--- src/rtl/sram_like_arbiter_pkg.sv ---
// Shared constants and types for the SRAM-like instruction/data port arbiter.
// Tag values identify which requester owns an outstanding memory transaction.
package sram_like_arbiter_pkg;

   localparam logic SRC_INST = 1'b0;
   localparam logic SRC_DATA = 1'b1;

   localparam logic [1:0] SIZE_BYTE = 2'd0;
   localparam logic [1:0] SIZE_HALF = 2'd1;
   localparam logic [1:0] SIZE_WORD = 2'd2;

   typedef struct packed {
      logic        wr;
      logic [1:0]  size;
      logic [3:0]  wstrb;
      logic [31:0] addr;
      logic [31:0] wdata;
   } sram_req_t;

endpackage

--- src/rtl/sram_like_arbiter_if.sv ---
// SRAM-like request/response bundle. req/addr_ok form the request handshake
// (accepted on a cycle where both are high); data_ok is a one-cycle response strobe.
interface sram_like_arbiter_if;

   logic        req;
   logic        wr;
   logic [1:0]  size;
   logic [3:0]  wstrb;
   logic [31:0] addr;
   logic [31:0] wdata;
   logic        addr_ok;
   logic        data_ok;
   logic [31:0] rdata;

   modport master (
      output req, wr, size, wstrb, addr, wdata,
      input  addr_ok, data_ok, rdata
   );

   modport slave (
      input  req, wr, size, wstrb, addr, wdata,
      output addr_ok, data_ok, rdata
   );

endinterface

--- src/rtl/sram_like_arbiter_tag_fifo.sv ---
// In-order 1-bit owner tag FIFO; one entry per accepted, not yet answered request.
// Push when full and pop when empty are ignored so the count can never leave 0..DEPTH.
module arb_tag_fifo #(
   parameter int DEPTH = 4
) (
   input  logic clk,
   input  logic reset,
   input  logic push_i,
   input  logic tag_i,
   input  logic pop_i,
   output logic head_o,
   output logic full_o,
   output logic empty_o
);

   localparam int PW = $clog2(DEPTH);
   localparam logic [PW:0] FULL_CNT = (PW+1)'(DEPTH);

   logic [DEPTH-1:0] mem_q, mem_d;
   logic [PW-1:0]    wr_ptr_q, wr_ptr_d;
   logic [PW-1:0]    rd_ptr_q, rd_ptr_d;
   logic [PW:0]      count_q, count_d;
   logic             push_ok, pop_ok;

   assign full_o  = (count_q == FULL_CNT);
   assign empty_o = (count_q == '0);
   assign head_o  = mem_q[rd_ptr_q];
   assign push_ok = push_i & ~full_o;
   assign pop_ok  = pop_i & ~empty_o;

   always_comb begin
      mem_d    = mem_q;
      wr_ptr_d = wr_ptr_q;
      rd_ptr_d = rd_ptr_q;
      count_d  = count_q;
      if (push_ok) begin
         mem_d[wr_ptr_q] = tag_i;
         wr_ptr_d        = wr_ptr_q + PW'(1);
      end
      if (pop_ok) begin
         rd_ptr_d = rd_ptr_q + PW'(1);
      end
      // Simultaneous push and pop leaves the occupancy unchanged.
      case ({push_ok, pop_ok})
         2'b10:   count_d = count_q + (PW+1)'(1);
         2'b01:   count_d = count_q - (PW+1)'(1);
         default: count_d = count_q;
      endcase
   end

   always_ff @(posedge clk) begin
      if (reset) begin
         mem_q    <= '0;
         wr_ptr_q <= '0;
         rd_ptr_q <= '0;
         count_q  <= '0;
      end else begin
         mem_q    <= mem_d;
         wr_ptr_q <= wr_ptr_d;
         rd_ptr_q <= rd_ptr_d;
         count_q  <= count_d;
      end
   end

endmodule

--- src/rtl/sram_like_arbiter.sv ---
// Shares one SRAM-like memory port between instruction fetch and data access:
// data-first grant with starvation relief for inst, owner tags routed back in order.
module sram_like_arbiter
   import sram_like_arbiter_pkg::*;
#(
   parameter int OUTSTANDING  = 4,
   parameter int STARVE_LIMIT = 8
) (
   input  logic                       clk,
   input  logic                       reset,
   sram_like_arbiter_if.slave         inst_sram,
   sram_like_arbiter_if.slave         data_sram,
   sram_like_arbiter_if.master        mem
);

   localparam int SW = $clog2(STARVE_LIMIT + 1);
   localparam logic [SW-1:0] STARVE_MAX = SW'(STARVE_LIMIT);

   logic          fifo_full, fifo_empty, fifo_head;
   logic          grant_inst, grant_data, starve_hit;
   logic          accept, inst_accept, data_accept, resp_pop;
   logic [SW-1:0] starve_cnt_q, starve_cnt_d;
   sram_req_t     inst_req_s, data_req_s, mem_req_s;

   assign inst_req_s = '{wr: inst_sram.wr, size: inst_sram.size, wstrb: inst_sram.wstrb,
                         addr: inst_sram.addr, wdata: inst_sram.wdata};
   assign data_req_s = '{wr: data_sram.wr, size: data_sram.size, wstrb: data_sram.wstrb,
                         addr: data_sram.addr, wdata: data_sram.wdata};

   // A full FIFO blocks grant even if a response frees a slot this same cycle.
   assign starve_hit = (starve_cnt_q == STARVE_MAX) & inst_sram.req;
   assign grant_data = ~reset & ~fifo_full & data_sram.req & ~starve_hit;
   assign grant_inst = ~reset & ~fifo_full & inst_sram.req & ~grant_data;

   always_comb begin
      mem_req_s = '0;
      if (grant_data) begin
         mem_req_s = data_req_s;
      end else if (grant_inst) begin
         mem_req_s = inst_req_s;
      end
   end

   assign mem.req   = grant_inst | grant_data;
   assign mem.wr    = mem_req_s.wr;
   assign mem.size  = mem_req_s.size;
   assign mem.wstrb = mem_req_s.wstrb;
   assign mem.addr  = mem_req_s.addr;
   assign mem.wdata = mem_req_s.wdata;

   assign inst_sram.addr_ok = grant_inst & mem.addr_ok;
   assign data_sram.addr_ok = grant_data & mem.addr_ok;

   assign accept      = mem.req & mem.addr_ok;
   assign inst_accept = accept & grant_inst;
   assign data_accept = accept & grant_data;

   // Responses are answered in acceptance order; a stray data_ok with no tag is dropped.
   assign resp_pop = ~reset & mem.data_ok & ~fifo_empty;

   assign inst_sram.data_ok = resp_pop & (fifo_head == SRC_INST);
   assign data_sram.data_ok = resp_pop & (fifo_head == SRC_DATA);
   assign inst_sram.rdata   = mem.rdata;
   assign data_sram.rdata   = mem.rdata;

   arb_tag_fifo #(
      .DEPTH (OUTSTANDING)
   ) u_tag_fifo (
      .clk     (clk),
      .reset   (reset),
      .push_i  (accept),
      .tag_i   (grant_data ? SRC_DATA : SRC_INST),
      .pop_i   (resp_pop),
      .head_o  (fifo_head),
      .full_o  (fifo_full),
      .empty_o (fifo_empty)
   );

   always_comb begin
      starve_cnt_d = starve_cnt_q;
      if (inst_accept || !inst_sram.req) begin
         starve_cnt_d = '0;
      end else if (data_accept && starve_cnt_q != STARVE_MAX) begin
         starve_cnt_d = starve_cnt_q + SW'(1);
      end
   end

   always_ff @(posedge clk) begin
      if (reset) begin
         starve_cnt_q <= '0;
      end else begin
         starve_cnt_q <= starve_cnt_d;
      end
   end

endmodule

--- src/flat_wrapper.sv ---
// flat-port wrapper written by rule: the top's interface ports become plain ports
module sram_like_arbiter_flat import sram_like_arbiter_pkg::*;
#(
   parameter int OUTSTANDING  = 4,
   parameter int STARVE_LIMIT = 8
)
  (clk, reset, inst_sram_req, inst_sram_wr, inst_sram_size, inst_sram_wstrb, inst_sram_addr, inst_sram_wdata, inst_sram_addr_ok, inst_sram_data_ok, inst_sram_rdata, data_sram_req, data_sram_wr, data_sram_size, data_sram_wstrb, data_sram_addr, data_sram_wdata, data_sram_addr_ok, data_sram_data_ok, data_sram_rdata, mem_req, mem_wr, mem_size, mem_wstrb, mem_addr, mem_wdata, mem_addr_ok, mem_data_ok, mem_rdata);
  sram_like_arbiter_if inst_sram_i ();
  sram_like_arbiter_if data_sram_i ();
  sram_like_arbiter_if mem_i ();
  input  logic clk;
  input  logic reset;
  input wire logic [$bits(inst_sram_i.req)-1:0] inst_sram_req;
  input wire logic [$bits(inst_sram_i.wr)-1:0] inst_sram_wr;
  input wire logic [$bits(inst_sram_i.size)-1:0] inst_sram_size;
  input wire logic [$bits(inst_sram_i.wstrb)-1:0] inst_sram_wstrb;
  input wire logic [$bits(inst_sram_i.addr)-1:0] inst_sram_addr;
  input wire logic [$bits(inst_sram_i.wdata)-1:0] inst_sram_wdata;
  output wire logic [$bits(inst_sram_i.addr_ok)-1:0] inst_sram_addr_ok;
  output wire logic [$bits(inst_sram_i.data_ok)-1:0] inst_sram_data_ok;
  output wire logic [$bits(inst_sram_i.rdata)-1:0] inst_sram_rdata;
  input wire logic [$bits(data_sram_i.req)-1:0] data_sram_req;
  input wire logic [$bits(data_sram_i.wr)-1:0] data_sram_wr;
  input wire logic [$bits(data_sram_i.size)-1:0] data_sram_size;
  input wire logic [$bits(data_sram_i.wstrb)-1:0] data_sram_wstrb;
  input wire logic [$bits(data_sram_i.addr)-1:0] data_sram_addr;
  input wire logic [$bits(data_sram_i.wdata)-1:0] data_sram_wdata;
  output wire logic [$bits(data_sram_i.addr_ok)-1:0] data_sram_addr_ok;
  output wire logic [$bits(data_sram_i.data_ok)-1:0] data_sram_data_ok;
  output wire logic [$bits(data_sram_i.rdata)-1:0] data_sram_rdata;
  output wire logic [$bits(mem_i.req)-1:0] mem_req;
  output wire logic [$bits(mem_i.wr)-1:0] mem_wr;
  output wire logic [$bits(mem_i.size)-1:0] mem_size;
  output wire logic [$bits(mem_i.wstrb)-1:0] mem_wstrb;
  output wire logic [$bits(mem_i.addr)-1:0] mem_addr;
  output wire logic [$bits(mem_i.wdata)-1:0] mem_wdata;
  input wire logic [$bits(mem_i.addr_ok)-1:0] mem_addr_ok;
  input wire logic [$bits(mem_i.data_ok)-1:0] mem_data_ok;
  input wire logic [$bits(mem_i.rdata)-1:0] mem_rdata;
  assign inst_sram_i.req = inst_sram_req;
  assign inst_sram_i.wr = inst_sram_wr;
  assign inst_sram_i.size = inst_sram_size;
  assign inst_sram_i.wstrb = inst_sram_wstrb;
  assign inst_sram_i.addr = inst_sram_addr;
  assign inst_sram_i.wdata = inst_sram_wdata;
  assign inst_sram_addr_ok = inst_sram_i.addr_ok;
  assign inst_sram_data_ok = inst_sram_i.data_ok;
  assign inst_sram_rdata = inst_sram_i.rdata;
  assign data_sram_i.req = data_sram_req;
  assign data_sram_i.wr = data_sram_wr;
  assign data_sram_i.size = data_sram_size;
  assign data_sram_i.wstrb = data_sram_wstrb;
  assign data_sram_i.addr = data_sram_addr;
  assign data_sram_i.wdata = data_sram_wdata;
  assign data_sram_addr_ok = data_sram_i.addr_ok;
  assign data_sram_data_ok = data_sram_i.data_ok;
  assign data_sram_rdata = data_sram_i.rdata;
  assign mem_req = mem_i.req;
  assign mem_wr = mem_i.wr;
  assign mem_size = mem_i.size;
  assign mem_wstrb = mem_i.wstrb;
  assign mem_addr = mem_i.addr;
  assign mem_wdata = mem_i.wdata;
  assign mem_i.addr_ok = mem_addr_ok;
  assign mem_i.data_ok = mem_data_ok;
  assign mem_i.rdata = mem_rdata;
  sram_like_arbiter #(.OUTSTANDING(OUTSTANDING), .STARVE_LIMIT(STARVE_LIMIT)) u_core (.clk(clk), .reset(reset), .inst_sram(inst_sram_i), .data_sram(data_sram_i), .mem(mem_i));
endmodule
--- config.mk ---
export PLATFORM = sky130hd
export DESIGN_NAME = sram_like_arbiter_flat
export DESIGN_NICKNAME = d
export VERILOG_FILES = /design/src/rtl/sram_like_arbiter_pkg.sv /design/src/rtl/sram_like_arbiter_if.sv /design/src/rtl/sram_like_arbiter_tag_fifo.sv /design/src/rtl/sram_like_arbiter.sv /design/src/flat_wrapper.sv
export SDC_FILE = /design/constraint.sdc
export NUM_CORES = 1
export LEC_CHECK = 0
export BUFFER_PORTS_ARGS = -buffer_cell sky130_fd_sc_hd__buf_2
export CORE_AREA = 2 2 123 125
export CTS_CLUSTER_DIAMETER = 80
export DETAILED_ROUTE_END_ITERATION = 10
export DIE_AREA = 0 0 125 127
export PLACE_DENSITY_LB_ADDON = 0.2
export REMOVE_ABC_BUFFERS = 1
export SYNTH_ARGS = -nofsm -noshare
export SYNTH_HDL_FRONTEND = slang
export SYNTH_HIERARCHICAL = 1
export SYNTH_SLANG_ARGS = --single-unit
--- constraint.sdc ---
create_clock -name clk -period 7.3 [get_ports clk]
set_input_delay 1.46 -clock clk [delete_from_list [all_inputs] [get_ports clk]]
set_output_delay 1.46 -clock clk [all_outputs]
set_load 0.005 [all_outputs]
# Yosys cells after proc, flatten, opt, wreduce, memory -nomap -nowiden
# Index checks and enable logic that the tools add are counted.
[op_classes]
add_sub_neg = 5
magnitude_cmp = 3
n_eq_ne = 5
n_mux = 9
bitwise = 24
n_reduce_logical = 7
[ops]
columns = ["op", "count"]
rows = [
  ["71-bit 2-to-1 mux", 2],
  ["1-bit bitwise AND", 17],
  ["2-bit by 3-bit less-than comparator with 1-bit output (second input constant)", 2],
  ["1-bit NOT", 6],
  ["3-bit case mux with 2 select lines", 1],
  ["2-bit by 1-bit adder with 2-bit output (second input constant)", 2],
  ["4-bit by 1-bit adder with 4-bit output (second input constant)", 1],
  ["4-bit bitwise mux", 1],
  ["4-bit == test (second input constant)", 1],
  ["4-bit inequality test (second input constant)", 1],
  ["3-bit by 1-bit adder with 3-bit output (second input constant)", 1],
  ["3-bit == test (second input constant)", 1],
  ["3-bit logical NOT", 1],
  ["1-bit 2-to-1 mux", 3],
  ["3-bit by 1-bit subtractor with 3-bit output (second input constant)", 1],
  ["1-bit binary-select mux with 2-bit select", 1],
  ["1-bit demux with 2-bit select", 1],
  ["2-bit by 1-bit == test with 1-bit output (second input constant)", 1],
  ["2-bit == test (second input constant)", 1],
  ["2-bit by 1-bit greater-or-equal comparator with 1-bit output (second input constant)", 1],
  ["1-bit logical AND", 2],
  ["2-bit nonzero test", 1],
  ["2-bit OR reduction", 1],
  ["1-bit logical NOT", 1],
  ["2 further kinds", 2],
]
[totals]
regBits = 15
elab_cells = 58

# Depth between registers and ports, before layout
# Gate-level depths: netlist of run 1.
[depth]
ltp_word = 12
ltp_mapped = 16

# Modules after synthesis
# Netlist of run 1, hierarchy kept.
[by_module_without_submodules]
columns = ["module", "instances", "cells_per_inst", "area_per_inst_um2", "seq_area_each_um2"]
rows = [
  ["sram_like_arbiter", 1, 351, 1934.4, 80.1],
  ["arb_tag_fifo", 1, 65, 606.8, 220.2],
]

# Worst setup path after synthesis of run 1
# No wires, ideal clock.
[synth_path]
path_type = "in2out"
start = "input reset"
end = "output mem_addr[10]"
arrival_ns = 2.351
required_ns = 5.840
path_slack_ns = 3.489
cell_stages = 5
path_buffers = 2
cell_sequence = "nor2_2 -> buf_2 -> buf_1 -> nand2_1 -> o22ai_1"
[synth_between]
elab_chain_len = 8
elab_cells_between_ends = 9
classes_between = "mux (2); bitwise (7)"
[synth_rtl]
columns = ["item", "line", "rtl"]
rows = [
  ["start: declaration", "flat_wrapper.sv:12", "input logic reset;"],
  ["1-bit NOT (*)", "sram_like_arbiter.sv:32, sram_like_arbiter.sv:33", ""],
  ["1-bit bitwise AND (*)", "sram_like_arbiter.sv:32, sram_like_arbiter.sv:33", ""],
  ["1-bit bitwise AND (2 in a row)", "sram_like_arbiter.sv:32", "assign grant_data = ~reset & ~fifo_full & data_sram.req & ~starve_hit;"],
  ["1-bit NOT", "sram_like_arbiter.sv:33", "assign grant_inst = ~reset & ~fifo_full & inst_sram.req & ~grant_data;"],
  ["1-bit bitwise AND", "sram_like_arbiter.sv:33", ""],
  ["71-bit 2-to-1 mux", "sram_like_arbiter.sv:39", "end else if (grant_inst) begin"],
  ["71-bit 2-to-1 mux (*)", "sram_like_arbiter.sv:37", "if (grant_data) begin"],
  ["end: declaration", "flat_wrapper.sv:35", "output wire logic [$bits(mem_i.addr)-1:0] mem_addr;"],
]
# Every way passes the cells marked *; elsewhere a longest branch is shown, timed or not.

# Worst setup path after layout of run 1
[layout_path]
start = "input data_sram_req"
end = "output mem_wdata[12]"
[layout_between]
elab_chain_len = 6
[layout_rtl]
columns = ["item", "line", "rtl"]
rows = [
  ["start: declaration", "flat_wrapper.sv:22", "input wire logic [$bits(data_sram_i.req)-1:0] data_sram_req;"],
  ["1-bit bitwise AND (*) (2 in a row)", "sram_like_arbiter.sv:32", ""],
  ["1-bit NOT", "sram_like_arbiter.sv:33", ""],
  ["1-bit bitwise AND", "sram_like_arbiter.sv:33", ""],
  ["71-bit 2-to-1 mux", "sram_like_arbiter.sv:39", ""],
  ["71-bit 2-to-1 mux (*)", "sram_like_arbiter.sv:37", ""],
  ["end: declaration", "flat_wrapper.sv:36", "output wire logic [$bits(mem_i.wdata)-1:0] mem_wdata;"],
]
# Marked as above.

==> summary.txt, run 1 <==
Finished Layout Cells: 735
clock slew seen by the registers of the worst setup and hold paths: 50 ps
dpl ws: 2463 ps
sw frac: 34.97%
crit path max fanout: 43
total met3 wirelength after detailed routing: 2590 µm
critical path class: in2out
IO Port Bufs: 223
post-synthesis instance area: 2541 µm²
Slew Limit Fails: 0
DRC Markers: 0
Hold Startpoint: u_core/u_tag_fifo/mem_q[2]
largest net degree at the start of global routing: 68
DRC violation total after the first TritonRoute iteration: 190
initial antenna violation count: 6
internal power: 0.0002277 W
syn_area_per_cell: 6.109 µm²
# hold bufs at CTS: 0
Routed Antenna Nets: 0
setup violators final: 0
cts bufs inserted: 3
post-DP HPWL: 12290 µm
min-delay worst type: reg2reg
Max Cap Viol: 0
DRT Wirelength: 14570 µm
highest metal used: met5
I/O pin count: 320
peak supply drop: 63.54 µV
yosys warns: 6
worst-case clock buffer depth: 2
final antenna diode count: 0
Met2 Wirelength: 5662 µm
EDFF count, synth: 0
worst endpoint data arrival time: 3330 ps
actual slew at the worst max-slew pin: 1110 ps
CP startpoint kind: primary input
Layout area overhead: 33.68%
Static Leak: 1.802 nW
clock share of power: 31.5%
power share of the sequential group: 24.4%
die width: 125 µm
ys async rst share: 0%
clk_lat worst skew: 250 ps
outcome: finished, final reports clean
unrepaired setup endpoints after global routing: no
share of the synthesized area in the top cell type: 21.27%
Cells after DPL: 731
row count: 44
DR vias: 3385
register area share after synthesis: 11.82%
remaining global-route overflow: 0
Slew HR: 25.73%
Seq cells post-synth: 15
Synth Instances: 416
Pwr Total: 0.0003502 W
fin worst setup slack: 2507 ps
Via density: 4.605
CORE AREA: 14420 µm²
Synth cell types: 39
vias in the first global route: 3326
CTS Root Cell: clkbuf_16
Primary FF master, synth: dfxtp_1
area leader, netlist: nand2_1
DR pass1 iterations: 4
Fin. Hold Viols: 0
CTS tree: built
setup tns final: 0 ps
skew final: 1.410 ps
gr usage total: 16.89%
FF-to-FF path depth: 13
die height: 127 µm
Power per Cell Area: 103.1 nW/µm²
share of layout cells above drive strength 1: 43.38%
Psw: 0.0001225 W
Period minus WS final: 4793 ps
final-stage net count: 740
met1 WL: 6158 µm
# resized after CTS: 0
hold depth: 2
GPL Wtd Cong: 0.8818
part of the cycle the worst path needs: 65.65%
fmax: 208.7 MHz
Commonest cells post-synth: nand2_1, o22ai_1, buf_4
synth top area cells: nand2_1, buf_4, o22ai_1
most frequent cell after synthesis: nand2_1
worst hold endpoint: u_core/u_tag_fifo/mem_q[2]
r2r setup slk: 4020 ps
htree depth: 1
Reg-to-Reg End: u_core/u_tag_fifo/count_q[2]
CTS sink count: 15
WP data required: 5840 ps
CP Capture Type: output pin
postcts setup bufs: 0
wire length per cell: 19.83 µm
R2R Path Start: u_core/u_tag_fifo/count_q[0]
Die ar.: 15880 µm²
Starting Density: 17.62%
Gate power share: 44.1%
global-route wire length before repair: 20470 µm
-- layout make-up --
type | instances | area, µm²
sequential | 15 | 300.3
clock inverter | 1 | 5.005
tap | 184 | 230.2
inverter | 12 | 45.04
clock buffer | 3 | 75.07
fill | 1711 | 11030
multi-input combinational | 292 | 1575
timing repair buffer | 228 | 1166
-- through the flow --
| step | util [%] | area [µm²] | hold slack (ps) |
|---|---|---|---|
| floorplan | - | 1907 | 448.5 |
| global placement | 23.00 | 3317 | 466.5 |
| detailed placement | 23.00 | 3317 | 467.3 |
| CTS | 23.55 | 3397 | 479.0 |
| global route | 23.55 | 3397 | 510.0 |
| finish | 23.55 | 3397 | 476.0 |
-- sequential cells by signal, indices dropped and copies added (netlist names) --
| name | cells |
|---|---|
| u_core/u_tag_fifo/wr_ptr_q | 2 |
| u_core/u_tag_fifo/mem_q | 4 |
| u_core/u_tag_fifo/count_q | 3 |
| u_core/u_tag_fifo/rd_ptr_q | 2 |
| u_core/starve_cnt_q | 4 |
-- layout by cell type (no fill, tap or decap), types with 6 or more instances in the layout --
| master | count |
|---|---|
| buf_2 | 223 |
| nand2_1 | 144 |
| o21ai_0 | 6 |
| inv_1 | 12 |
| nor2_1 | 9 |
| dfxtp_1 | 15 |
| nand3_1 | 7 |
| nand2b_1 | 7 |
| ha_1 | 7 |
| o22ai_1 | 71 |
-- power groups by stage --
stage / Clock, W / Combinational (W) / Sequential, W
3_3_place_gp: 0 / 0.000155 / 0.0000872
4_1_cts: 0.000112 / 0.000157 / 0.0000855
3_5_place_dp: 0 / 0.000156 / 0.0000872
6_report: 0.000110 / 0.000154 / 0.0000855
2_1_floorplan: 0 / 0.0000673 / 0.0000868
5_1_grt: 0.000116 / 0.000172 / 0.0000859
-- routing by layer --
metal  GRT usage, %  vias to the layer above
li1               -                     1613
met1          21.70                     1520
met2          22.44                      229
met3          13.48                       13
met4          1.046                       10
met5          4.954                        -
-- critical path: stages --
cell and delay (ps):
buf_2 120, inv_1 80, o21ai_4 860, buf_4 450, o22ai_1 150, buf_2 180
-- worst max path at each step --
| stage | slack [ps] | from | end |
|---|---|---|---|
| floorplan | 1340 | reset | inst_sram_addr_ok |
| global placement | 2510 | reset | mem_wdata[0] |
| detailed placement | 2460 | data_sram_req | mem_wdata[12] |
| CTS | 2460 | data_sram_req | mem_wdata[12] |
| global route | 2300 | data_sram_req | mem_addr[29] |
| finish | 2510 | data_sram_req | mem_wdata[12] |
-- kinds of logic (layout without fill, tap and decap cells) --
kind of cell             Yosys count  after routing  synth area share, %
multiplexers                       6              6                3.053
XOR/XNOR                           3              3                1.034
flip-flops                        15             15                11.82
buffers and inverters            109            244                26.74
adder cells (fa/ha/maj)            8              8                4.234
AO/OA/AOI/OAI                     90             90                22.25
AND/OR/NAND/NOR                  185            185                30.87
Power figures use the tool's default switching activity.
==> run 2: changes to the inputs <==
Settings changed: CORE_AREA 2 2 123 125 to 2 2 125 127, DIE_AREA 0 0 125 127 to 0 0 127 129.
Clock period 7.3 ns to 4.52 ns, I/O delays scaled along.
==> run 2 against run 1 <==
- clock power is 58% higher
- sequential cell count stayed put
- worst hold slack better by 5.1 ps
- core utilization is 0.69 points lower
- via count hardly changed
- count of clock-buffer cells in the layout stayed put
- first-iteration DRC count is 0.53% lower
- wire length is 4.7% lower
- critical path depth stayed put
- cell area is 0.81% higher
- clock skew hardly changed
- sequential power is 61% higher
- critical endpoint is now mem_addr[30]
- largest cell class unchanged
- largest power group unchanged
- highest routed layer unchanged
==> summary.txt, run 2 (same netlist as run 1, synthesis figures left out) <==
CP Capture Type: output pin (unchanged)
share of layout cells above drive strength 1: 43.48% (was 43.38%)
CP startpoint kind: primary input (unchanged)
CP dominant cell by count: buf_2 (unchanged)
min-delay worst type: reg2reg (unchanged)
part of the cycle the worst path needs: 77.56%
Critical Path, Cell by Cell: buf_2, nor2_4, buf_4, nand2_1, o22ai_1, buf_2 (was buf_2, inv_1, o21ai_4, buf_4, o22ai_1, buf_2)
row count: 45 (was 44)
global-route wire length before repair: 19730 µm (was 20470 µm)
worst-case clock buffer depth: 2 (unchanged)
Slew Limit Fails: 0 (unchanged)
Worst path top cell family by delay: buffers and inverters (was compound AO/OA/AOI/OAI gates)
Power per Cell Area: 164.1 nW/µm² (was 103.1 nW/µm²)
actual slew at the worst max-slew pin: 592.0 ps (was 1110 ps)
Pwr Total: 0.0005620 W (was 0.0003502 W)
Reg-to-Reg End: u_core/u_tag_fifo/count_q[2] (unchanged)
Period minus WS final: 3506 ps
htree depth: 1 (unchanged)
postcts setup bufs: 0 (unchanged)
fmax: 285.3 MHz
# hold bufs at CTS: 0 (unchanged)
peak supply drop: 131.2 µV (was 63.54 µV)
Fin. Hold Viols: 0 (unchanged)
largest registers: u_core/starve_cnt_q: 4 flops, u_core/u_tag_fifo/mem_q: 4 flops, u_core/u_tag_fifo/count_q: 3 flops (unchanged)
hold depth: 2 (unchanged)
outcome: finished, final reports clean (unchanged)
gr usage total: 15.90% (was 16.89%)
Finished Layout Cells: 741 (was 735)
Via density: 4.571 (was 4.605)
crit path max fanout: 51 (was 43)
FF-to-FF path depth: 13 (unchanged)
initial antenna violation count: 3 (was 6)
Hold Startpoint: u_core/u_tag_fifo/mem_q[1] (was u_core/u_tag_fifo/mem_q[2])
Starting Density: 16.97% (was 17.62%)
Max Cap Viol: 0 (unchanged)
Cells after DPL: 736 (was 731)
GPL Wtd Cong: 0.8533 (was 0.8818)
DR vias: 3387 (was 3385)
# resized after CTS: 0 (unchanged)
most frequent cells in the layout: buf_2, nand2_1, o22ai_1 (unchanged)
DRT Wirelength: 13880 µm (was 14570 µm)
Slew HR: 60.53% (was 25.73%)
unrepaired setup endpoints after global routing: no (unchanged)
worst endpoint data arrival time: 2600 ps (was 3330 ps)
CTS Root Cell: clkbuf_16 (unchanged)
worst hold endpoint: u_core/u_tag_fifo/mem_q[1] (was u_core/u_tag_fifo/mem_q[2])
Routed Antenna Nets: 0 (unchanged)
setup violators final: 0 (unchanged)
R2R Path Start: u_core/u_tag_fifo/count_q[0] (unchanged)
cts bufs inserted: 3 (unchanged)
DR pass1 iterations: 4 (unchanged)
critical path class: in2out (unchanged)
CTS sink count: 15 (unchanged)
skew final: 1.529 ps (was 1.410 ps)
post-DP HPWL: 11810 µm (was 12290 µm)
DRC violation total after the first TritonRoute iteration: 189 (was 190)
clk_lat worst skew: 250 ps (about the same)
IO Port Bufs: 223 (unchanged)
vias in the first global route: 3268 (was 3326)
largest net degree at the start of global routing: 69 (was 68)
I/O pin count: 320 (unchanged)
DRC Markers: 0 (unchanged)
WP data required: 3620 ps (was 5840 ps)
clock slew seen by the registers of the worst setup and hold paths: 50 ps (about the same)
r2r setup slk: 1570 ps (was 4020 ps)
Crit path largest cell delay: 470 ps (was 860 ps)
wire length per cell: 18.74 µm (was 19.83 µm)
worst path buffer plus inverter count: 3 (was 4)
most common library cell in the layout ignoring fill and taps: buf_2 (unchanged)
Die ar.: 16380 µm² (was 15880 µm²)
Static Leak: 1.812 nW (was 1.802 nW)
die width: 127 µm (was 125 µm)
CTS tree: built (unchanged)
Layout area overhead: 34.76% (was 33.68%)
CORE AREA: 14980 µm² (was 14420 µm²)
remaining global-route overflow: 0 (unchanged)
die height: 129 µm (was 127 µm)
CP max-delay cell: buf_4 (was o21ai_4)
final-stage net count: 741 (was 740)
run 2: cell types whose count changed in the layout (fill, tap and decap cells not counted):
| cell | previous run | this run |
|---|---|---|
| buf_12 | 1 | 2 |
| diode_2 | 0 | 1 |
run 2: how the worst max path moves through the flow:
stage / from / end / slack, ps / depth (start not counted)
finish: reset / mem_addr[30] / 1010 / 6
global route: u_core/u_tag_fifo/count_q[0] / mem_addr[30] / 720 / 7
CTS: reset / mem_addr[30] / 920 / 6
detailed placement: reset / mem_addr[30] / 920 / 6
global placement: reset / mem_addr[30] / 990 / 6
floorplan: reset / u_core/u_tag_fifo/count_q[2] / -790 / 11
run 2: per-stage QoR:
step           area (µm²)  setup slack (ps)  hold slack, ps  setup TNS (ps)  utilization [%]
6_report             3425              1014           481.1               0            22.87
5_1_grt              3422             719.1           515.4               0            22.85
4_1_cts              3422             924.0           489.5               0            22.85
3_5_place_dp         3342             918.6           473.9               0            22.31
3_3_place_gp         3342             985.7           469.2               0            22.31
2_1_floorplan        1907            -794.9           448.5          -23070                -
run 2: worst min-delay path: cells and delay by family (launching register included):
kind          cells  cell delay, ps
mux               1              60
flops             1             300
simple gates      1              60
run 2: power breakdown:
group / internal (W) / switching (W) / leakage [nW]
Clock: 0.000118 / 0.0000560 / 0.0409
Combinational: 0.000116 / 0.000133 / 1.65
Sequential: 0.000135 / 0.00000299 / 0.121
Total: 0.000370 / 0.000192 / 1.81
run 2: metal layers:
| layer | wire length, µm | track usage [%] | up-vias | share of wire, % |
|---|---|---|---|---|
| met1 | 5716 | 19.43 | 1497 | 41 |
| met5 | 145 | 6.471 | - | 1.0 |
| met2 | 5683 | 22.77 | 251 | 41 |
| met3 | 2205 | 11.10 | 15 | 16 |
| met4 | 133 | 2.327 | 6 | 0.96 |
| li1 | - | - | 1618 | - |
run 2: layout make-up:
type / instances / area, µm²
clock buffers: 3 / 75.07
clock inverters: 1 / 5.005
well taps: 188 / 235.2
flip-flops and latches: 15 / 300.3
diodes: 1 / 2.502
multi-input cells: 292 / 1575
fillers: 1781 / 11550
repair buffers: 229 / 1186
inverters: 12 / 45.04
